**config.mk**
```make
export PLATFORM = sky130hd
export DESIGN_NAME = dmem_arb_ctrl
export DESIGN_NICKNAME = d
export VERILOG_FILES = /design/src/rtl/dmem_arb_ctrl.sv
export SDC_FILE = /design/constraint.sdc
export NUM_CORES = 1
export LEC_CHECK = 0
export CAP_MARGIN = 20
export CORE_AREA = 2 2 116 118
export CTS_BUF_LIST = sky130_fd_sc_hd__clkbuf_16
export DETAILED_ROUTE_END_ITERATION = 16
export DIE_AREA = 0 0 118 120
export PLACE_DENSITY_LB_ADDON = 0.2
export REMOVE_ABC_BUFFERS = 1
export SLEW_MARGIN = 20
export SYNTH_ARGS = -nofsm -noshare
export SYNTH_HDL_FRONTEND = slang
export SYNTH_SLANG_ARGS = --single-unit
```
**constraint.sdc**
```tcl
create_clock -name clk -period 4.1 [get_ports clk]
set_clock_uncertainty 0.1 [all_clocks]
set_input_delay 0.82 -clock clk [delete_from_list [all_inputs] [get_ports clk]]
set_output_delay 0.82 -clock clk [all_outputs]
set_load 0.02 [all_outputs]
```
**src/rtl/dmem_arb_ctrl.sv**
```systemverilog
// Data-memory access controller: arbitrates a single-port synchronous RAM between
// the pipeline load/store port and a word-only debug port, with hardware RMW for SB/SH.
module dmem_arb_ctrl #(
   parameter int unsigned ADDR_W = 32
) (
   input  logic              clk,
   input  logic              arst_n,
   input  logic              p_req_i,
   input  logic              p_we_i,
   input  logic [2:0]        p_funct3_i,
   input  logic [ADDR_W-1:0] p_addr_i,
   input  logic [31:0]       p_wdata_i,
   output logic              p_ready_o,
   output logic              p_err_o,
   output logic [31:0]       p_rdata_o,
   input  logic              d_req_i,
   input  logic              d_we_i,
   input  logic [ADDR_W-1:0] d_addr_i,
   input  logic [31:0]       d_wdata_i,
   output logic              d_ready_o,
   output logic [31:0]       d_rdata_o,
   output logic              ram_en_o,
   output logic              ram_we_o,
   output logic [ADDR_W-1:0] ram_addr_o,
   output logic [31:0]       ram_wdata_o,
   input  logic [31:0]       ram_rdata_i
);

   localparam int unsigned DATA_W = 32;

   typedef enum logic [2:0] {
      S_IDLE  = 3'd0,
      S_READ  = 3'd1,
      S_MERGE = 3'd2,
      S_WRITE = 3'd3,
      S_ERR   = 3'd4
   } state_t;

   state_t state, state_nxt;

   // Holding registers: the RAM only ever sees these, never the live request inputs.
   logic              own_d;
   logic              last_d;
   logic              hold_we;
   logic              hold_half;
   logic [ADDR_W-1:0] hold_addr;
   logic [DATA_W-1:0] hold_word;

   logic grant_p;
   logic grant_d;
   logic grant_any;
   logic p_bad;

   // Misaligned or illegal funct3 for the pipeline port.
   function automatic logic access_bad(input logic       we,
                                       input logic [2:0] f3,
                                       input logic [1:0] lo);
      logic bad;
      bad = 1'b0;
      if (we) begin
         bad = (f3 > 3'd2);
      end else begin
         bad = (f3 == 3'd3) || (f3 == 3'd6) || (f3 == 3'd7);
      end
      if ((f3[1:0] == 2'b01) && lo[0]) begin
         bad = 1'b1;
      end
      if ((f3[1:0] == 2'b10) && (lo != 2'b00)) begin
         bad = 1'b1;
      end
      return bad;
   endfunction

   // Replace one byte or half of the old RAM word with right-aligned store data.
   function automatic logic [DATA_W-1:0] merge_word(input logic [DATA_W-1:0] old_word,
                                                    input logic [DATA_W-1:0] wdata,
                                                    input logic              is_half,
                                                    input logic [1:0]        lo);
      logic [DATA_W-1:0] w;
      w = old_word;
      if (is_half) begin
         if (lo[1]) begin
            w[31:16] = wdata[15:0];
         end else begin
            w[15:0] = wdata[15:0];
         end
      end else begin
         case (lo)
            2'd0:    w[7:0]   = wdata[7:0];
            2'd1:    w[15:8]  = wdata[7:0];
            2'd2:    w[23:16] = wdata[7:0];
            default: w[31:24] = wdata[7:0];
         endcase
      end
      return w;
   endfunction

   // Round-robin between two ports: on a tie the port not granted last wins.
   always_comb begin
      grant_p   = p_req_i && (!d_req_i || last_d);
      grant_d   = d_req_i && !grant_p;
      grant_any = (state == S_IDLE) && (grant_p || grant_d);
      p_bad     = access_bad(p_we_i, p_funct3_i, p_addr_i[1:0]);
   end

   // State register
   always_ff @(posedge clk) begin
      if (!arst_n) begin
         state <= S_IDLE;
      end else begin
         state <= state_nxt;
      end
   end

   // Next-state logic
   always_comb begin
      state_nxt = state;
      case (state)
         S_IDLE: begin
            if (grant_d) begin
               state_nxt = d_we_i ? S_WRITE : S_READ;
            end else if (grant_p) begin
               if (p_bad) begin
                  state_nxt = S_ERR;
               end else if (!p_we_i) begin
                  state_nxt = S_READ;
               end else if (p_funct3_i == 3'd2) begin
                  state_nxt = S_WRITE;
               end else begin
                  state_nxt = S_READ;
               end
            end
         end
         S_READ:  state_nxt = S_MERGE;
         S_MERGE: state_nxt = hold_we ? S_WRITE : S_IDLE;
         S_WRITE: state_nxt = S_IDLE;
         S_ERR:   state_nxt = S_IDLE;
         default: state_nxt = S_IDLE;
      endcase
   end

   // Grant latch and merged-word register
   always_ff @(posedge clk) begin
      if (!arst_n) begin
         own_d     <= 1'b0;
         last_d    <= 1'b1;
         hold_we   <= 1'b0;
         hold_half <= 1'b0;
         hold_addr <= '0;
         hold_word <= '0;
      end else if (grant_any) begin
         own_d     <= grant_d;
         last_d    <= grant_d;
         hold_we   <= grant_d ? d_we_i : p_we_i;
         hold_half <= grant_d ? 1'b0 : p_funct3_i[0];
         hold_addr <= grant_d ? d_addr_i : p_addr_i;
         hold_word <= grant_d ? d_wdata_i : p_wdata_i;
      end else if ((state == S_MERGE) && hold_we) begin
         hold_word <= merge_word(ram_rdata_i, hold_word, hold_half, hold_addr[1:0]);
      end
   end

   // Output decode from state and owner; everything forced low while in reset.
   always_comb begin
      p_ready_o   = 1'b0;
      p_err_o     = 1'b0;
      p_rdata_o   = '0;
      d_ready_o   = 1'b0;
      d_rdata_o   = '0;
      ram_en_o    = 1'b0;
      ram_we_o    = 1'b0;
      ram_addr_o  = '0;
      ram_wdata_o = '0;
      if (arst_n) begin
         ram_addr_o = {hold_addr[ADDR_W-1:2], 2'b00};
         case (state)
            S_READ: begin
               ram_en_o = 1'b1;
            end
            S_MERGE: begin
               if (!hold_we) begin
                  if (own_d) begin
                     d_ready_o = 1'b1;
                     d_rdata_o = ram_rdata_i;
                  end else begin
                     p_ready_o = 1'b1;
                     p_rdata_o = ram_rdata_i;
                  end
               end
            end
            S_WRITE: begin
               ram_en_o    = 1'b1;
               ram_we_o    = 1'b1;
               ram_wdata_o = hold_word;
               d_ready_o   = own_d;
               p_ready_o   = !own_d;
            end
            S_ERR: begin
               p_ready_o = 1'b1;
               p_err_o   = 1'b1;
            end
            default: ;
         endcase
      end
   end

endmodule

```
==> results.yml, run 1 <==
flow_run:
  maxCapViolations: 0
clocking:
  htreeDepth: 3
  numCtsBuffers: 9
  root_buffer: "clkbuf_16"
  cts_tree: "done"
  clkSinkCount: 71
  path_clk_slew_ns: 0.05
  clk_latency_ns: 0.33
  post_cts_resized: 0
  max-clock-path-buffers: 2
  cts_setup_buffers: 0
  ctsHoldBuffers: 0
synthesis:
  synth_top_area_share_pct: 28.93
  syn_area_um2: 4913
  ys_seq_area_share_pct: 28.93
  syn_area_per_cell_um2: 8.042
  ys_async_sr_fraction_pct: 0
  yosysWarnings: 0
  synth_enable_flop_cells: 0
  synth-seq-cells: 71
  yosys.cell_count.top_type: "and2_1"
  ys_types: 47
  dominantRegCellSynth: "dfxtp_1"
  synth_area_leaders: "dfxtp_1 29%, and2_1 15%, mux2i_1 11%"
  yosys.area.top_type: "dfxtp_1"
  synth_common_cells: "121 x and2_1, 71 x dfxtp_1, 56 x mux2i_1"
  syn_inst: 611
layout:
  areaGrowthSynthToFinish_pct: 70.84
  fin_util_pct: 64.67
  nets: 1049
  diodes: 0
  drive_above_1_share_pct: 6.780
grt:
  grt-ovfl-total: 0
  grt_pass1_vias: 5576
  track_usage_pct: 25.36
  antenna_found_initial: 0
  grt_pass1_wl_mm: 28.75
  grt_max_degree: 76
timing:
  tns_ns: 0
  rsz0062_at_grt: "no"
  finalHoldViolations: 0
  slew_headroom_pct: 43.10
  max_freq_mhz: 274.2
  finalCritPeriodShare_pct: 88.95
  period_minus_slack_ns: 3.647
  tightest_slew_ns: 0.8524
  maxSlewViolCount: 0
  setup_violations: 0
routing:
  detail_route.wl_per_cell_um: 17.57
  antenna_left: 0
  vias_per_cell: 5.333
  firstDrtPassIters: 5
  drt_iter0_drc: 351
  wirelength_mm: 18.64
  vias: 5658
  drc_errors: 0
place:
  gp_congestion: 0.8371
  io_buffers: 299
  dp_hpwl_mm: 14.22
worst_setup_path:
  worstPathRequired_ns: 3.18
  critPathLaunch: "arst_n"
  worst_setup_path_end_kind: "output pin"
  worst_ep_arrival_time_ns: 2.73
  cp-start-kind: "input pin"
  rr_startpoint: "state[0]$_SDFFE_PN0P_"
  path_max_fanout: 28
  critPathKind: "input pin to output pin"
power:
  pwr_density_cell_nw_per_um2: 369.6
  p_leak_uw: 0.003136
  irDropWorstVdd_mv: 0.2244
floorplanning:
  die_area_um2: 14160
  die_y_um: 120
  num_io_pins: 302
  coreArea_um2: 12980
  placementRows: 42
  start_util_pct: 37.85
  chipWidth_um: 118
run_status:
  status: "complete, no violations"
worst_hold_path:
  min_path_type: "flop to flop"
  hp-start: "hold_addr[13]$_SDFFE_PN0P_"
sequential cells by signal, summed over array words and instances, names as in the netlist:
register and count:
last_d 1, hold_word 32, state 3, own_d 1
hold_we 1, hold_addr 32, hold_half 1
cell type report:
type / count / area [um^2]
Multi-Input combinational cell: 471 / 3206
Sequential cell: 71 / 1421
Clock buffer: 9 / 225.2
Tap cell: 176 / 220.2
Clock inverter: 7 / 158.9
Timing Repair Buffer: 315 / 3118
Inverter: 12 / 45.04
Fill cell: 1085 / 4586
layout by cell type (no fill, tap or decap), drive strengths merged, types with 2 or more instances in the layout:
cell type / n
clkdlybuf4s50: 297
and2: 121
dfxtp: 71
mux2i: 56
nor2: 49
o21ai: 37
a211oi: 31
a21oi: 20
o22ai: 19
buf: 18
o21a: 17
nand2: 14
nor3b: 13
inv: 11
a31oi: 11
nand3: 10
nor3: 10
clkbuf: 9
a22o: 8
o221a: 8
mux2: 8
o2bb2ai: 8
o221ai: 5
bufinv: 5
nor4: 5
a211o: 3
nor2b: 3
clkinv: 3
or3: 2
nand2b: 2
and3: 2
conb: 2
worst max-delay path: stages:
cell,delay (ns)
buf_2,0.12
nor2b_1,0.22
nand2_1,0.21
nor4_2,0.27
buf_4,0.31
and2_1,0.16
clkdlybuf4s50_1,0.60
layer usage:
metal | GRT usage, % | wire length [um] | up-vias
li1 | - | - | 2730
met4 | 8.735 | 385 | 0
met2 | 45.86 | 9268 | 273
met5 | 0 | 0 | -
met3 | 6.369 | 1674 | 33
met1 | 29.04 | 7312 | 2622
cells by family after synthesis:
kind of cell           after synthesis  share of synthesized area (%)
AOI/OAI and AO/OA                  171                          24.12
buffers and inverters               70                          6.672
DFF                                 71                          28.93
muxes                               64                          13.24
other                                1                        0.07632
and+or+nand+nor                    234                          26.97
worst paths after layout:
path,to,slack (ns),depth (start not counted)
worst min-delay path,hold_addr[13]$_SDFFE_PN0P_,0.39,2
worst min register to register,hold_addr[13]$_SDFFE_PN0P_,0.39,2
worst max register to register,hold_addr[25]$_SDFFE_PN0P_,1.45,5
worst max-delay path,p_rdata_o[28],0.45,7
metrics by stage:
stage	cell area [um^2]	std cells	setup WS [ns]	hold WS, ns	power, uW
2_1_floorplan	4634	554	-4.758	0.3737	1626
3_3_place_gp	8010	1045	0.5772	0.3827	2071
3_5_place_dp	8010	1045	0.4688	0.3882	2102
4_1_cts	8394	1061	0.4554	0.3953	3118
5_1_grt	8394	1061	0.3129	0.4042	3265
6_report	8394	1061	0.4530	0.3929	3103
power breakdown:
| group | total, uW | internal (uW) | leakage (uW) | switching (uW) |
|---|---|---|---|---|
| combinational | 1120 | 541 | 0.00236 | 576 |
| sequential | 978 | 839 | 0.000588 | 139 |
| clock | 1010 | 714 | 0.000187 | 294 |
| total | 3100 | 2090 | 0.00314 | 1010 |
No activity file was read; power rests on OpenSTA's default activity.
==> run 2: changes to the inputs <==
--- a/config.mk
+++ b/config.mk
@@ -16,3 +16,4 @@
 export SYNTH_ARGS = -nofsm -noshare
 export SYNTH_HDL_FRONTEND = slang
 export SYNTH_SLANG_ARGS = --single-unit
+export TNS_END_PERCENT = 30
==> results of run 2 <==
No change in the layout: final DEF, timing and power equal those of run 1.
==> run 3: changes to the inputs <==
==> constraint.sdc (replaced) <==
create_clock -name clk -period 4.3 [get_ports clk]
set_clock_uncertainty 0.1 [all_clocks]
set_input_delay 0.86 -clock clk [delete_from_list [all_inputs] [get_ports clk]]
set_output_delay 0.86 -clock clk [all_outputs]
set_load 0.02 [all_outputs]
==> run 3 against run 2 <==
Register-to-register slack better by 0.13 ns. Flip-flop and latch count unchanged. Via count is 1.8% lower. Cell count shrank 0.38%. Power decreased by 9.1%. Setup slack improved by 0.12 ns. Clock-buffer cell count stayed put. Highest routed layer unchanged. Clock power fell by 19%. Routed wire length increased by 0.13%.
==> results.yml, run 3 (synthesized netlist as in run 1, its figures left out) <==
run_status:
  status: "complete, no violations"
clocking:
  clkSinkCount: 71
  htreeDepth: 3
  ctsHoldBuffers: 0
  post_cts_resized: 0
  path_clk_slew_ns: 0.06
  cts_tree: "done"
  max-clock-path-buffers: 2
  clk_latency_ns: 0.33
  cts_setup_buffers: 0
  root_buffer: "clkbuf_16"
  numCtsBuffers: 9
routing:
  wirelength_mm: 18.66
  drc_errors: 0
  firstDrtPassIters: 4
  vias_per_cell: 5.254
  detail_route.wl_per_cell_um: 17.66
  antenna_left: 0
  drt_iter0_drc: 334
  vias: 5554
layout:
  areaGrowthSynthToFinish_pct: 69.60
  register_area_um2: 1421
  fin_util_pct: 64.20
  multiInputGateArea_um2: 3206
  largestRegisters: "hold_addr x32, hold_word x32, state x3"
  diodes: 0
  fillerInstances: 1166
  nets: 1045
  drive_above_1_share_pct: 6.470
  layout_commonest_cell: "clkdlybuf4s50_1"
  mostFrequentLayoutCells: "297 x clkdlybuf4s50_1, 121 x and2_1, 71 x dfxtp_1, 56 x mux2i_1, 46 x nor2_1"
timing:
  setup_violations: 0
  maxSlewViolCount: 0
  tightest_slew_ns: 0.8925
  rsz0062_at_grt: "no"
  slew_headroom_pct: 40.05
  max_freq_mhz: 268.3
  finalHoldViolations: 0
  period_minus_slack_ns: 3.728
  finalCritPeriodShare_pct: 86.69
grt:
  grt_max_degree: 61
  grt_pass1_vias: 5488
  antenna_found_initial: 0
  grt-ovfl-total: 0
  track_usage_pct: 25.79
  grt_pass1_wl_mm: 29.14
place:
  gp_congestion: 0.8230
  dp_hpwl_mm: 14.21
  io_buffers: 299
floorplanning:
  placementRows: 42
  chipWidth_um: 118
  coreArea_um2: 12980
  num_io_pins: 302
  die_y_um: 120
  start_util_pct: 37.85
  die_area_um2: 14160
power:
  power.total_uw: 2822
  power.net_switching_uw: 990.0
  irDropWorstVdd_mv: 0.2053
  p_seq_share_pct: 33.1
  p_comb_share_pct: 37.8
  intPower_uw: 1832
  p_leak_uw: 0.003093
  pwr_density_cell_nw_per_um2: 338.6
  power.share.clock_pct: 29.1
  netSwitchingFraction_pct: 35.08
worst_setup_path:
  cp-start-kind: "input pin"
  worst_setup_path_end_kind: "output pin"
  worst_ep_arrival_time_ns: 2.77
  worstPathRequired_ns: 3.34
  path_max_fanout: 28
  critPathKind: "input pin to output pin"
  cpPeakStageDelay_ns: 0.60
  cp_cell_sequence: "buf_2, nor2b_1, nand2_1, nor4_2, buf_4, and2_1, clkdlybuf4s50_1"
  slowest_stage: "clkdlybuf4s50_1"
worst_hold_path:
  min_path_type: "flop to flop"
flow_run:
  maxCapViolations: 0
==> run 3: cell types whose count changed in the layout (fill, tap and decap cells not counted) <==
cell | previous run | this run
buf_12 | 1 | 3
buf_4 | 16 | 10
bufinv_16 | 5 | 2
clkinv_1 | 2 | 1
clkinv_2 | 1 | 0
clkinv_4 | 0 | 1
clkinvlp_4 | 0 | 1
inv_6 | 0 | 3
==> run 3: critical path, delay by kind of cell <==
| family | cells | cell delay, ns |
|---|---|---|
| buffers and inverters | 3 | 1.04 |
| and+or+nand+nor | 4 | 0.85 |
==> run 3: area by class of cell <==
cell class	count	share of cell area (%)
Clock inverter	7	1.231
Inverter	12	0.5405
Clock buffer	9	2.703
Timing Repair Buffer	311	37.36
Sequential cell	71	17.06
Multi-Input combinational cell	471	38.47
Tap cell	176	2.643
==> run 3: power groups by stage <==
| stage | sequential (uW) | clock, uW | combinational, uW |
|---|---|---|---|
| 6_report | 933 | 821 | 1070 |
| 5_1_grt | 952 | 872 | 1170 |
| 4_1_cts | 929 | 836 | 1070 |
| 3_5_place_dp | 942 | 0 | 1070 |
| 3_3_place_gp | 936 | 0 | 1040 |
| 2_1_floorplan | 892 | 0 | 658 |
==> run 3: path summary, 6_finish.rpt <==
| check | slack [ns] | endpoint | from | cells past startpoint |
|---|---|---|---|---|
| worst max-delay path | 0.57 | p_rdata_o[1] | arst_n | 7 |
| worst min-delay path | 0.39 | hold_addr[16]$_SDFFE_PN0P_ | hold_addr[16]$_SDFFE_PN0P_ | 2 |
| worst max register to register | 1.58 | hold_addr[14]$_SDFFE_PN0P_ | state[0]$_SDFFE_PN0P_ | 5 |
| worst min register to register | 0.39 | hold_addr[16]$_SDFFE_PN0P_ | hold_addr[16]$_SDFFE_PN0P_ | 2 |
==> run 3: per-layer routing <==
metal  part of all wire [%]  vias up  wire [um]  global-route usage, %
met3                    8.1       13       1511                  6.511
met4                    1.0        0        189                  5.949
met1                     40     2572       7549                  31.05
met5                      0        -          0                      0
li1                       -     2718          -                      -
met2                     50      251       9414                  46.11
==> run 3: through the flow <==
stage / setup slack, ns / TNS, ns / cells / hold WS (ns) / cell area (um^2)
CTS: 0.5489 / 0 / 1057 / 0.3952 / 8333
detailed placement: 0.5581 / 0 / 1041 / 0.3865 / 8005
global route: 0.4226 / 0 / 1057 / 0.4192 / 8333
global placement: 0.6501 / 0 / 1041 / 0.3819 / 8005
floorplan: -4.598 / -298.27 / 554 / 0.3737 / 4634
finish: 0.5721 / 0 / 1057 / 0.3940 / 8333
==> RTL change 1, RTL diff (settings of run 2) <==
Change the parameter `ADDR_W` from 32 to 64.
--- a/src/rtl/dmem_arb_ctrl.sv
+++ b/src/rtl/dmem_arb_ctrl.sv
@@ -1,7 +1,7 @@
 // Data-memory access controller: arbitrates a single-port synchronous RAM between
 // the pipeline load/store port and a word-only debug port, with hardware RMW for SB/SH.
 module dmem_arb_ctrl #(
-   parameter int unsigned ADDR_W = 32
+   parameter int unsigned ADDR_W = 64
 ) (
    input  logic              clk,
    input  logic              arst_n,
Interface: changed (resized d_addr_i, p_addr_i and ram_addr_o); port bits go from 302 to 398. No check against the original RTL was run, so the function may have changed too.
==> RTL change 1 against run 2 <==
  * Sequential cell count increased by 32
  * Worst setup slack improved by 88 ps
  * Wire length increased by 39%
  * Total power increased by 22%
  * Synthesized cell count increased by 42%
  * Sequential share of layout area increased by 1.8 points
  * Cell area increased by 31%
  * Area after synthesis increased by 36%
  * Highest routed layer unchanged
==> RTL change 1: results (changes against run 2) <==
largest net degree at the start of global routing=161 (was 76); commonest cells in the synthesized netlist=and2_1 (159), nand2_1 (143), dfxtp_1 (103), nand3_1 (74), o211a_1 (63) (was and2_1 (121), dfxtp_1 (71), mux2i_1 (56), nor2_1 (47), o21ai_0 (35)); met3 Use GR=7.319% (was 6.369%); TritonCTS clock tree=done (unchanged); vias=7,934 (was 5,658); TritonRoute pass-1 iters=6 (was 5); Synth Area in XOR/XNOR=0% (unchanged); Vias per Instance=5.729 (was 5.333); largest registers=hold_addr x64, hold_word x32, state x3 (was hold_addr x32, hold_word x32, state x3); Post-DP HPWL=19,070 um (was 14,220 um); top post-synthesis cells by area=dfxtp_1 (31%), and2_1 (15%), o211a_1 (9.4%) (was dfxtp_1 (29%), and2_1 (15%), mux2i_1 (11%)); met2 Usage GRT=65.63% (was 45.86%); Cells after Synth=867 (was 611); sequential-to-total area share from yosys stat=30.77% (was 28.93%); Synth cell types=54 (was 47); Pleak=4.821 nW (was 3.136 nW); proportion of synthesized area in mux cells=4.780% (was 13.24%); outcome=finished clean (unchanged); Area after DPL=10,700 um2 (was 8010 um2); vias in the first global route=7,670 (was 5,576); cell area power density=344.7 nW/um2 (was 369.6 nW/um2); dpl ws=564.9 ps (was 468.8 ps); First DRT Iteration DRCs=601 (was 351); routed wl met3=1966 um (was 1674 um); nets@finish=1,437 (was 1,049); Post-Route WL=25,970 um (was 18,640 um); peak supply drop=0.0002821 V (was 0.0002244 V); wire length on met2=13,480 um (was 9268 um); Total GRT Usage=36.06% (was 25.36%); combinational power=0.00157 W (was 0.00112 W); IO buf count=395 (was 299); Routability Congestion=0.9053 (was 0.8371); Max FO, Critical Path=32 (was 28); Min Hold Slack=386.2 ps (was 392.9 ps); final period utilization=86.79% (was 88.95%); first-pass GRT wire length=41,080 um (was 28,750 um); WL met1=9425 um (was 7312 um); r2r setup slk=1280 ps (was 1450 ps)
RTL change 1: cell types whose count changed in the layout (fill, tap and decap cells not counted), sizes merged, moves of 8 or more:
| cell | delta |
|---|---|
| a211oi | -31 |
| and2 | +38 |
| clkdlybuf4s50 | +97 |
| dfxtp | +32 |
| mux2i | -33 |
| nand2 | +129 |
| nand3 | +64 |
| nor2 | -42 |
| o211a | +63 |
| o21a | -10 |
| or2 | +8 |
| or3b | +8 |
RTL change 1: worst paths after layout:
kind | startpoint | end | cells past startpoint
max | arst_n | p_rdata_o[8] | 7
min | hold_word[23] | hold_word[23] | 2
max reg2reg | hold_addr[1] | hold_word[31] | 4
min reg2reg | hold_word[23] | hold_word[23] | 2
RTL change 1: area by class of cell:
cell class              count  area (um2)
clock buffers               9       225.2
inverters                  10       37.54
clock inverters             7       56.30
well taps                 176       220.2
multi-input cells         668        4225
fillers                   801        1999
flip-flops and latches    103        2062
repair buffers            412        4154
==> RTL change 2, RTL diff (flow settings as in run 2) <==
Made on the original files. Encoding of `state_t`: now one-hot (5 bits for 5 states).
--- a/src/rtl/dmem_arb_ctrl.sv
+++ b/src/rtl/dmem_arb_ctrl.sv
@@ -28,12 +28,12 @@
 
    localparam int unsigned DATA_W = 32;
 
-   typedef enum logic [2:0] {
-      S_IDLE  = 3'd0,
-      S_READ  = 3'd1,
-      S_MERGE = 3'd2,
-      S_WRITE = 3'd3,
-      S_ERR   = 3'd4
+   typedef enum logic [4:0] {
+      S_IDLE  = 5'b00001,
+      S_READ  = 5'b00010,
+      S_MERGE = 5'b00100,
+      S_WRITE = 5'b01000,
+      S_ERR   = 5'b10000
    } state_t;
 
    state_t state, state_nxt;
Formal check against the unedited RTL: same outputs for any inputs over 4 cycles, from zero or initial values and one cycle with arst_n low; so few cycles prove little.
==> RTL change 2 against run 2 <==
  * Largest cell class unchanged
  * Critical path depth fell by 1
  * Total power down 11%
  * Non-clock buffer count grew 3
  * Area after synthesis grew 0.84%
  * Global-route usage up 1.3 points
  * Sequential power down 2.1%
  * Worst hold slack worse by 36 ps
  * Wire length up 6.8%
  * Cell area is 0.72% lower
  * Highest routed layer unchanged
  * Critical path type unchanged
  * Worst setup slack lost 210 ps
  * Sequential cell count is 2 higher
  * Die area is the same
==> RTL change 2: results (changes against run 2) <==
outcome=finished clean (unchanged); IO buf count=299 (unchanged); worst setup path endpoint=p_ready_o (was p_rdata_o[28]); peak supply drop=0.0001849 V (was 0.0002244 V); r2r setup slk=1530 ps (was 1450 ps); FF-to-FF Start=state[0] (unchanged); Root Buffer=clkbuf_16 (unchanged); sequential-to-total area share from yosys stat=29.49% (was 28.93%); Max Freq=259.4 MHz (was 274.2 MHz); commonest cells in the synthesized netlist=and2_1 (127), dfxtp_1 (73), clkbuf_1 (48), nand2_1 (48), o21ai_0 (32) (was and2_1 (121), dfxtp_1 (71), mux2i_1 (56), nor2_1 (47), o21ai_0 (35)); nets@finish=1,064 (was 1,049); dpl ws=262.6 ps (was 468.8 ps); antenna cells=0 (unchanged); top post-synthesis cells by area=dfxtp_1 (29%), and2_1 (16%), a32o_1 (3.6%) (was dfxtp_1 (29%), and2_1 (15%), mux2i_1 (11%)); crit path from=arst_n (unchanged); largest net degree at the start of global routing=51 (was 76); H-tree levels=3 (unchanged); Total GRT Usage=26.68% (was 25.36%); Worst-Skew Late Latency=330 ps (about the same); layout cells sized above 1=5.778% (was 6.780%); switching share of power=33.72% (was 32.53%); ys flop type=dfxtp_1 (unchanged); Pleak=3.100 nW (was 3.136 nW); met2 Usage GRT=47.86% (was 45.86%); vias in the first global route=5,837 (was 5,576); worst-case reg-to-reg path depth=4 (was 5); largest registers=hold_addr x32, hold_word x32, state x5 (was hold_addr x32, hold_word x32, state x3); Routability Congestion=0.8203 (was 0.8371); met3 Use GR=6.939% (was 6.369%); post-CTS sizing=0 (unchanged); Synth cell types=51 (was 47); reg2reg end=hold_word[0] (was hold_addr[25]); Hold Path Class=flop to flop (unchanged); worst rel slew slack=36.14% (was 43.10%); Fillers=1,157 (was 1,085); Post-DP HPWL=14,810 um (was 14,220 um); CP arrival=2940 ps (was 2730 ps); Max FO, Critical Path=9 (was 28); clk buf depth=2 (unchanged); first-pass GRT wire length=30,220 um (was 28,750 um); Num CTS Buffers=9 (unchanged); met1 Use GR=30.49% (was 29.04%); Vias per Instance=5.643 (was 5.333); First DRT Iteration DRCs=376 (was 351); Post-Route WL=19,920 um (was 18,640 um); asr flop ratio synth=0% (unchanged); TritonRoute pass-1 iters=6 (was 5)
-- RTL change 2: cell types whose count changed after synthesis, moves of 11 or more --
cell / delta
a32o_1: +18
o32ai_1: +16
nor3_1: +11
clkbuf_1: +20
o21a_1: -16
nor2_1: -25
and3_1: +20
a211oi_1: -31
nand2_1: +34
mux2i_1: -56
a311oi_1: +17
a22oi_1: +23
-- RTL change 2: cells by family after synthesis --
kind of cell	after synthesis	share of synthesized area, %
AND/OR/NAND/NOR	274	31.11
other	1	0.07568
AO/OA/AOI/OAI	213	32.42
flip-flops	73	29.49
XOR/XNOR	1	0.1768
buffers and inverters	74	6.717
-- RTL change 2: worst min path at each step --
stage / slack [ps] / from / to / cells after the start
4_1_cts: 360 / hold_addr[28] / hold_addr[28] / 2
6_report: 360 / hold_addr[22] / hold_addr[22] / 2
3_3_place_gp: 340 / hold_addr[11] / hold_addr[11] / 2
3_5_place_dp: 350 / hold_addr[28] / hold_addr[28] / 2
2_1_floorplan: 330 / hold_addr[11] / hold_addr[11] / 2
5_1_grt: 390 / hold_addr[11] / hold_addr[11] / 2
-- RTL change 2: layout make-up --
type	count	area, um2	share of cell area [%]
Clock inverter	7	86.33	1.036
Clock buffer	9	225.2	2.702
Sequential cell	73	1461	17.53
Multi-Input combinational cell	490	3187	38.24
Tap cell	176	220.2	2.642
Timing Repair Buffer	318	3143	37.71
Inverter	3	11.26	0.1351
-- RTL change 2: metal layers --
layer	up-vias	routed length [um]
met5	-	0
li1	2871	-
met4	0	442
met3	32	1595
met2	302	9928
met1	2867	7951
-- RTL change 2: worst max-delay path, stage by stage --
cell	delay (ps)
clkdlybuf4s50_1	660
buf_4	200
nand2_1	60
nor4_1	300
o21bai_1	220
clkdlybuf4s50_1	670
-- RTL change 2: stage by stage --
stage                     utilization [%]  total power [W]  hold WS [ps]  instance area, um2  instances
after global placement              61.81         0.001921         337.7                8023       1060
final                               64.21         0.002773         357.3                8334       1076
after CTS                           64.21         0.002781         360.2                8334       1076
after detailed placement            61.81         0.001947         352.0                8023       1060
after global routing                64.21         0.002910         385.3                8334       1076
after floorplan                         -         0.001475         331.7                4637        566
-- RTL change 2: power groups by stage --
stage	registers [W]	clock network, W	logic [W]
finish	0.000957	0.000831	0.000985
global route	0.000977	0.000872	0.00106
CTS	0.000957	0.000843	0.000981
detailed placement	0.000972	0	0.000975
global placement	0.000966	0	0.000955
floorplan	0.000928	0	0.000547
